File: src/rtl/bcd_pkg.sv
// ---------------------------------------------------------------------------
// bcd_pkg
// Shared definitions for the BCD <-> binary conversion paths (keypad entry
// and display). Holds the converter FSM state encoding, the double-dabble
// correction constants and a small digit-validity helper.
// No ports (package).
// ---------------------------------------------------------------------------
package bcd_pkg;

  // Converter FSM state encoding
  localparam logic [1:0] OCIOSO   = 2'd0;
  localparam logic [1:0] CONVERTE = 2'd1;
  localparam logic [1:0] AJUSTA   = 2'd2;
  localparam logic [1:0] FIM      = 2'd3;

  // Reverse double-dabble: after each right shift, a nibble at or above
  // BCD_LIMIAR holds a borrowed "8" that is really worth 5, so subtract 3.
  localparam logic [3:0] BCD_LIMIAR     = 4'd8;
  localparam logic [3:0] BCD_CORRECAO   = 4'd3;
  localparam logic [3:0] BCD_MAX_DIGITO = 4'd9;

  // True when a nibble is not a legal decimal digit
  function automatic logic digito_invalido(input logic [3:0] digito);
    return (digito > BCD_MAX_DIGITO);
  endfunction

endpackage

File: src/rtl/ajuste_digito_bcd.sv
// ---------------------------------------------------------------------------
// ajuste_digito_bcd
// Combinational per-nibble correction used by the reverse double-dabble
// converter: out = (in >= 8) ? in - 3 : in. The subtraction is only applied
// to nibbles of 8 or more, so it can never underflow in 4 bits.
// Ports:
//   digito_i  in  4  nibble after the right shift
//   digito_o  out 4  corrected nibble
// ---------------------------------------------------------------------------
module ajuste_digito_bcd
  import bcd_pkg::*;
(
  input  logic [3:0] digito_i,
  output logic [3:0] digito_o
);

  assign digito_o = (digito_i >= BCD_LIMIAR) ? (digito_i - BCD_CORRECAO) : digito_i;

endmodule

File: src/rtl/bcd_para_binario.sv
// ---------------------------------------------------------------------------
// bcd_para_binario
// Sequential BCD-to-binary converter: sign + NDIG packed BCD digits become a
// LARG-bit two's complement integer. One reverse double-dabble step per
// clock, start/busy/done handshake, and detection of invalid digits.
// Parameters:
//   NDIG  number of BCD digits (1..8)
//   LARG  width of the binary result (must be >= 4*NDIG+1)
// Ports:
//   clock    in   1       system clock, rising edge
//   reset    in   1       synchronous, active-low reset
//   inicio   in   1       start request, only honoured while idle
//   sinal    in   1       sign of the entered number (1 = negative)
//   digitos  in   4*NDIG  packed BCD, [3:0] = units, [7:4] = tens, ...
//   ocupado  out  1       high from accepted start until FIM exits
//   pronto   out  1       one-cycle completion pulse
//   erro     out  1       some captured digit was above 9 (held)
//   numero   out  LARG    result, held until the next completion
// ---------------------------------------------------------------------------
module bcd_para_binario
  import bcd_pkg::*;
#(
  parameter int NDIG = 2,
  parameter int LARG = 32
) (
  input  logic                clock,
  input  logic                reset,
  input  logic                inicio,
  input  logic                sinal,
  input  logic [4*NDIG-1:0]   digitos,
  output logic                ocupado,
  output logic                pronto,
  output logic                erro,
  output logic [LARG-1:0]     numero
);

  localparam int NBITS = 4 * NDIG;
  localparam int CW    = $clog2(NBITS + 1);
  localparam logic [CW-1:0] ULTIMO_PASSO = CW'(NBITS - 1);

  // State and datapath registers
  logic [1:0]         estado_q, estado_d;
  logic [CW-1:0]      cnt_q, cnt_d;
  logic [2*NBITS-1:0] shreg_q, shreg_d;
  logic               sinal_q, sinal_d;
  logic               erro_q, erro_d;
  logic [LARG-1:0]    numero_q, numero_d;

  // Combinational helpers
  logic [2*NBITS-1:0] deslocado;
  logic [NBITS-1:0]   bcd_corrigido;
  logic [2*NBITS-1:0] passo;
  logic [NDIG-1:0]    nibble_invalido;
  logic               algum_invalido;
  logic [LARG-1:0]    magnitude;
  logic [LARG-1:0]    resultado;

  // The shift register is {bcd, bin}; one step moves the bcd LSB into the
  // bin MSB, then every bcd nibble is corrected independently.
  assign deslocado = shreg_q >> 1;

  for (genvar g = 0; g < NDIG; g++) begin : g_digito
    ajuste_digito_bcd u_ajuste (
      .digito_i (deslocado[NBITS + 4*g +: 4]),
      .digito_o (bcd_corrigido[4*g +: 4])
    );

    assign nibble_invalido[g] = digito_invalido(digitos[4*g +: 4]);
  end

  assign passo          = {bcd_corrigido, deslocado[NBITS-1:0]};
  assign algum_invalido = |nibble_invalido;

  // Sign stage: zero-extend the magnitude and negate in the full result
  // width. An invalid entry always yields zero, and -0 is naturally 0.
  assign magnitude = LARG'(shreg_q[NBITS-1:0]);
  assign resultado = erro_q ? '0 : (sinal_q ? (-magnitude) : magnitude);

  // Next-state logic for the FSM and the datapath registers
  always_comb begin
    estado_d = estado_q;
    cnt_d    = cnt_q;
    shreg_d  = shreg_q;
    sinal_d  = sinal_q;
    erro_d   = erro_q;
    numero_d = numero_q;

    case (estado_q)
      OCIOSO: begin
        if (inicio) begin
          shreg_d  = {digitos, {NBITS{1'b0}}};
          sinal_d  = sinal;
          erro_d   = algum_invalido;
          cnt_d    = '0;
          estado_d = CONVERTE;
        end
      end

      CONVERTE: begin
        shreg_d = passo;
        cnt_d   = cnt_q + CW'(1);
        if (cnt_q == ULTIMO_PASSO) begin
          estado_d = AJUSTA;
        end
      end

      AJUSTA: begin
        numero_d = resultado;
        estado_d = FIM;
      end

      FIM: begin
        estado_d = OCIOSO;
      end

      default: begin
        estado_d = OCIOSO;
      end
    endcase
  end

  // State registers; a low reset aborts any conversion and clears the result
  always_ff @(posedge clock) begin
    if (!reset) begin
      estado_q <= OCIOSO;
      cnt_q    <= '0;
      shreg_q  <= '0;
      sinal_q  <= 1'b0;
      erro_q   <= 1'b0;
      numero_q <= '0;
    end else begin
      estado_q <= estado_d;
      cnt_q    <= cnt_d;
      shreg_q  <= shreg_d;
      sinal_q  <= sinal_d;
      erro_q   <= erro_d;
      numero_q <= numero_d;
    end
  end

  // Moore outputs decoded from the registered state
  assign ocupado = (estado_q != OCIOSO);
  assign pronto  = (estado_q == FIM);
  assign erro    = erro_q;
  assign numero  = numero_q;

endmodule

File: config.mk
export PLATFORM = sky130hd
export DESIGN_NAME = bcd_para_binario
export DESIGN_NICKNAME = d
export VERILOG_FILES = /design/src/rtl/bcd_pkg.sv /design/src/rtl/ajuste_digito_bcd.sv /design/src/rtl/bcd_para_binario.sv
export SDC_FILE = /design/constraint.sdc
export NUM_CORES = 1
export LEC_CHECK = 0
export BUFFER_PORTS_ARGS = -buffer_cell sky130_fd_sc_hd__buf_2
export CAP_MARGIN = 20
export CORE_MARGIN = 2
export CORE_UTILIZATION = 45
export DETAILED_ROUTE_END_ITERATION = 6
export PLACE_DENSITY_LB_ADDON = 0.25
export SETUP_SLACK_MARGIN = 0.4
export SLEW_MARGIN = 10
export SYNTH_ARGS = -nofsm -noshare
export SYNTH_HDL_FRONTEND = slang
export SYNTH_SLANG_ARGS = --single-unit
File: constraint.sdc
create_clock -name clock -period 2 [get_ports clock]
set_input_delay 0.1 -clock clock [delete_from_list [all_inputs] [get_ports clock]]
set_output_delay 0.1 -clock clock [all_outputs]
set_load 0.005 [all_outputs]
---- After elaboration in Yosys (flattened, before gate mapping) ----
Index checks and enable logic that the tools add are counted.
word-level totals
  register bits after elaboration ......... 56
  input bits .............................. 12
  output and inout port bits .............. 35
  logic and storage cells ................. 38
cells by class
  add/subtract/negate cells ............... 4
  order comparisons ....................... 4
  equality and inequality tests ........... 6
  multiplexer cells ....................... 11
  reduce and logical (&&, ||, !) cells .... 7
operators with widths
  operator                                              number
  two-way mux 32 bit                                    2
  negation 8 -> 32 bit                                  1
  one-hot mux 16 bit (2 select lines)                   1
  two-way mux 16 bit                                    1
  two-way mux 4 bit                                     3
  > comparator 4 bit (second input constant)            2
  one-hot mux 2 bit (4 select lines)                    1
  one-hot mux 4 bit (2 select lines)                    1
  AND reduction 2 bit                                   3
  adder 4 x 1 -> 4 bit (second input constant)          1
  equality test 2 bit (second input constant)           2
  equality test 4 x 3 -> 1 bit (second input constant)  1
  >= comparator 3 x 4 -> 1 bit (second input constant)  1
  >= comparator 4 bit (second input constant)           1
  two-way mux 2 bit                                     2
  inequality test 2 bit (second input constant)         2
  nonzero test 2 bit                                    2
  subtractor 3 x 2 -> 4 bit (second input constant)     1
  subtractor 4 x 2 -> 4 bit (second input constant)     1
  equality test 2 x 1 -> 1 bit (second input constant)  1
  zero test 2 bit                                       1
  OR reduction 2 bit                                    1

---- Depth between registers and ports, before layout ----
  depth after elaboration ................. 3
  mapped depth ............................ 8
  depth with buffers taken out ............ 7

---- Modules after synthesis ----
Synthesis repeated with hierarchy kept, for this count alone.
second synthesis, totals
  cell total of the unflattened synthesis .. 237
  area total of the unflattened synthesis .. 2094.5 µm²
modules (own cells, without submodules)
  module             instances  cells each  area each (µm²)  seq. area each (µm²)
  bcd_para_binario   1          215         1941.9           780.7
  ajuste_digito_bcd  2          11          76.3             0.0

---- Least setup slack after synthesis ----
Ideal clock, no wire load.
  path type ............................... register to register
  start ................................... register shreg_q[2]
  end ..................................... register numero_q[7], in the netlist numero[7]
  library setup time ...................... 126 ps
  data arrival time ....................... 1621 ps
  data required time ...................... 1874 ps
  slack ................................... 253 ps
  stages on the path, launching flop included .. 8
  buffers on the path ..................... 0
  period minus slack after synthesis ...... 1747 ps
  cells stage by stage .................... dfxtp_1 -> or4_4 -> nor3_1 -> ha_1 -> mux2i_1 -> nor2_1 -> a21oi_1 -> nor2_1
between the ends
  word-level cells in the longest chain between the ends .. 3
RTL lines
  element                           RTL line                 text
  from (decl)                       bcd_para_binario.sv:44   logic [2*NBITS-1:0] shreg_q, shreg_d;
  from (signal assigned)            bcd_para_binario.sv:134  shreg_q <= shreg_d;
  negation 8 -> 32 bit              bcd_para_binario.sv:77   assign resultado = erro_q ? '0 : (sinal_q ? (-magnitude) : magnitude);
  two-way mux 32 bit (2 in series)  bcd_para_binario.sv:77
  to (signal assigned)              bcd_para_binario.sv:137  numero_q <= numero_d;
  to (decl)                         bcd_para_binario.sv:47   logic [LARG-1:0] numero_q, numero_d;
No other way between the ends.
A chain may end at the register's enable or synchronous reset.

---- Worst setup path in the final report ----
  start ................................... register shreg_q[3]
  end ..................................... register numero_q[25], in the netlist numero[25]
Same word-level chain as after synthesis.

==> impl_metrics.tcl <==
set metrics [dict create \
    area_growth_pct 19.38 \
    routed_via_density 5.261 \
    n_antenna_cell 0 \
    start_util 0.4615 \
    yosys.area.top_type_share 0.3939 \
    period_needed_ps 1774 \
    cts_buffers 5 \
    holdCritStartpoint "digitos[3]" \
    antenna_found_initial 0 \
    cp_max_fo 3 \
    yosysTopAreaCell "dfxtp_1" \
    clockRootBuffer "clkbuf_8" \
    io_pins 47 \
    cp-end-kind "flop" \
    synth_warnings 0 \
    netlist_instances 226 \
    grt_pass1_wl_microns 6644 \
    drc 0 \
    p_clk_frac 0.261 \
    swShare 0.3401 \
    max_slew.worst_pin.slew_ps 453.1 \
    fmax_mhz 563.7 \
    portBuffers 46 \
    crit_arrival_ps 1950 \
    htreeDepth 2 \
    synth_enable_flop_cells 0 \
    clkTransAtPathRegs_ps 80 \
    via_count 1652 \
    drv_cap 0 \
    finalMaxSlewViolations 0 \
    tns_ps 0 \
    dr.pass1.iters 4 \
    die_width_microns 70.37 \
    p_switching_mw 0.8908 \
    setup.worst_path.start_class "flop" \
    leakage_nw 1.027 \
    comb_power_share 0.360 \
    rsz0062_at_grt "yes" \
    cts_sinks 39 \
    r2r_start "shreg_q[3]" \
    wl_microns 4084 \
    hp-class "input pin to flop" \
    cts_tree "built" \
    grt_pass1_vias 1409 \
    cts_buffer_depth 2 \
    nFillCells 404 \
    rr_worst_depth 6 \
    ant_nets 0 \
    drtIter0Drc 117 \
    crit_start "shreg_q[3]" \
    core-area_sq_mm 0.004294 \
    synth_area_sq_mm 0.001982 \
    synthArstFlopShare 0 \
    p_int_mw 1.728 \
    die_h_microns 70.37 \
    cp.required_ps 2180 \
    holdPathStages 3 \
    critical_path_class "flop to flop" \
    final_hold_viol_count 0 \
    gp_congestion 0.7811 \
    grt_max_degree 21 \
    ys_types 44 \
    clk_latency_ps 290 \
    final_nets 282 \
    dieArea_sq_mm 0.004951 \
    max-vdd-ir-drop_v 0.0006373 \
    power_frac_seq 0.379 \
    drt-wirelength-per-cell_microns 13.01 \
    status "complete, no violations" \
    synth_area_leaders "dfxtp_1, buf_4, ha_1" \
    fp-row-count 24 \
    seq_area_frac_synth 0.3939 \
    ys_seq_elements 39 \
    drive_gt1_frac 0.3321 \
    skew_ps 8.601 \
    post-dp-hpwl_microns 2804 \
    syn_avg_cell_area_sq_um 8.769 \
    gr-total-overflow 0 \
    finalPower_mw 2.619 \
    finalCritPeriodShare 0.8870 \
    p_per_area_mw_per_mm2 1107 \
    setup_viol 0 \
    grt_use_total 0.1662 \
    synthFlopType "dfxtp_1" \
    max_slew_margin 0.6940 \
    synth_fp_nets 247 \
]
power by group through the flow:
| stage | Sequential, mW | Clock [mW] | Combinational, mW |
|---|---|---|---|
| after floorplan | 0.964 | 0 | 0.641 |
| after global placement | 0.994 | 0 | 0.807 |
| after detailed placement | 0.998 | 0 | 0.813 |
| after CTS | 0.979 | 0.696 | 0.854 |
| after global routing | 1.01 | 0.739 | 1.04 |
| final | 0.993 | 0.685 | 0.942 |
critical path: stages, from the launching register on:
cell and delay (ps):
dfxtp_4 340, or4_4 540, buf_4 160, buf_6 110, nor3_1 210, a31o_2 240, a21oi_1 70
repair_timing:
action	in CTS	in global routing
endpoints found under the hold margin	0	0
resized for setup	8	11
endpoints found under the setup margin	17	19
hold buffers	0	0
setup buffers	3	2
pin swaps	1	1
sequential cells by signal (all words and copies together), names as in the netlist:
name      cells
estado_q      2
cnt_q         4
shreg_q      16
numero       15
erro          1
sinal_q       1
cell families (layout without fill, tap and decap cells):
group | count (synthesis) | after routing | synth area share
fa+ha+maj | 9 | 9 | 0.05682
compound gates | 54 | 54 | 0.1780
mux | 10 | 10 | 0.05303
xor+xnor | 5 | 5 | 0.02210
simple gates | 69 | 69 | 0.1761
buf+inv | 40 | 76 | 0.1199
flops | 39 | 39 | 0.3939
synth_stat cells, types with 2 or more instances:
cell / number
nand2_1: 10
nand3b_1: 2
nand4b_1: 2
clkbuf_1: 6
xor2_1: 2
buf_4: 17
and2_1: 3
a21oi_1: 16
or2_2: 2
mux2i_1: 8
nand2b_1: 7
dfxtp_1: 39
buf_2: 3
xnor2_1: 3
nor2b_1: 4
ha_1: 9
a31oi_1: 2
a22oi_1: 11
inv_1: 10
o21ai_0: 9
nor3_1: 4
nor2_1: 27
a211oi_1: 6
nand3_1: 3
a31o_2: 2
cell type report:
| type | instances | area (sq um) | area share |
|---|---|---|---|
| Inverter | 11 | 41.29 | 0.01745 |
| Multi-Input combinational cell | 147 | 1030 | 0.4352 |
| Timing Repair Buffer | 57 | 320.3 | 0.1354 |
| Sequential cell | 39 | 792.0 | 0.3347 |
| Tap cell | 52 | 65.06 | 0.02750 |
| Clock inverter | 2 | 35.03 | 0.01481 |
| Clock buffer | 6 | 82.58 | 0.03490 |
metal layers:
layer | GRT usage | up-vias | wire length [microns] | share of wire
li1 | - | 842 | - | -
met1 | 0.2303 | 753 | 1953 | 0.48
met2 | 0.2526 | 52 | 1827 | 0.45
met3 | 0.04329 | 5 | 251 | 0.061
met4 | 0.05128 | 0 | 51 | 0.012
met5 | 0 | - | 0 | 0
through the flow:
| stage | instances | cell area [sq um] | utilization | worst slack (ps) | hold slack [ps] |
|---|---|---|---|---|---|
| floorplan | 226 | 1989 | - | 358.7 | 235.9 |
| global placement | 301 | 2133 | 0.4968 | 163.7 | 353.6 |
| detailed placement | 301 | 2133 | 0.4968 | 136.8 | 349.9 |
| CTS | 312 | 2296 | 0.5347 | 303.6 | 43.66 |
| global route | 314 | 2366 | 0.5510 | 129.0 | 46.77 |
| finish | 314 | 2366 | 0.5510 | 225.9 | 47.31 |
path summary, 6_finish.rpt:
path,end,slack (ps)
worst max-delay path,numero[25],230
worst max register to register,numero[25],230
worst min-delay path,shreg_q[11],50
worst min register to register,numero[0],470
layout by cell type, fill, tap and decap left out, types with 2 or more instances in the layout:
master    Yosys  final
nand2b_1      7      7
dfxtp_1      39     34
xnor2_1       3      3
nand3_1       3      3
buf_2         3     46
nand3b_1      2      2
dfxtp_4       0      2
buf_6         1      2
ha_1          9      6
nor2b_1       4      2
a211oi_1      6      6
ha_4          0      3
and2_1        3      3
a21oi_1      16     15
a22oi_1      11     11
nor3_1        4      3
o21ai_0       9      9
a31o_2        2      2
buf_4        17      9
dfxtp_2       0      3
a31oi_1       2      2
mux2i_1       8      8
nor2_1       27     27
xor2_1        2      2
or2_2         2      2
nand2_1      10     10
clkbuf_8      0      6
nand4b_1      2      2
inv_1        10     10
Power figures use the tool's default switching activity.
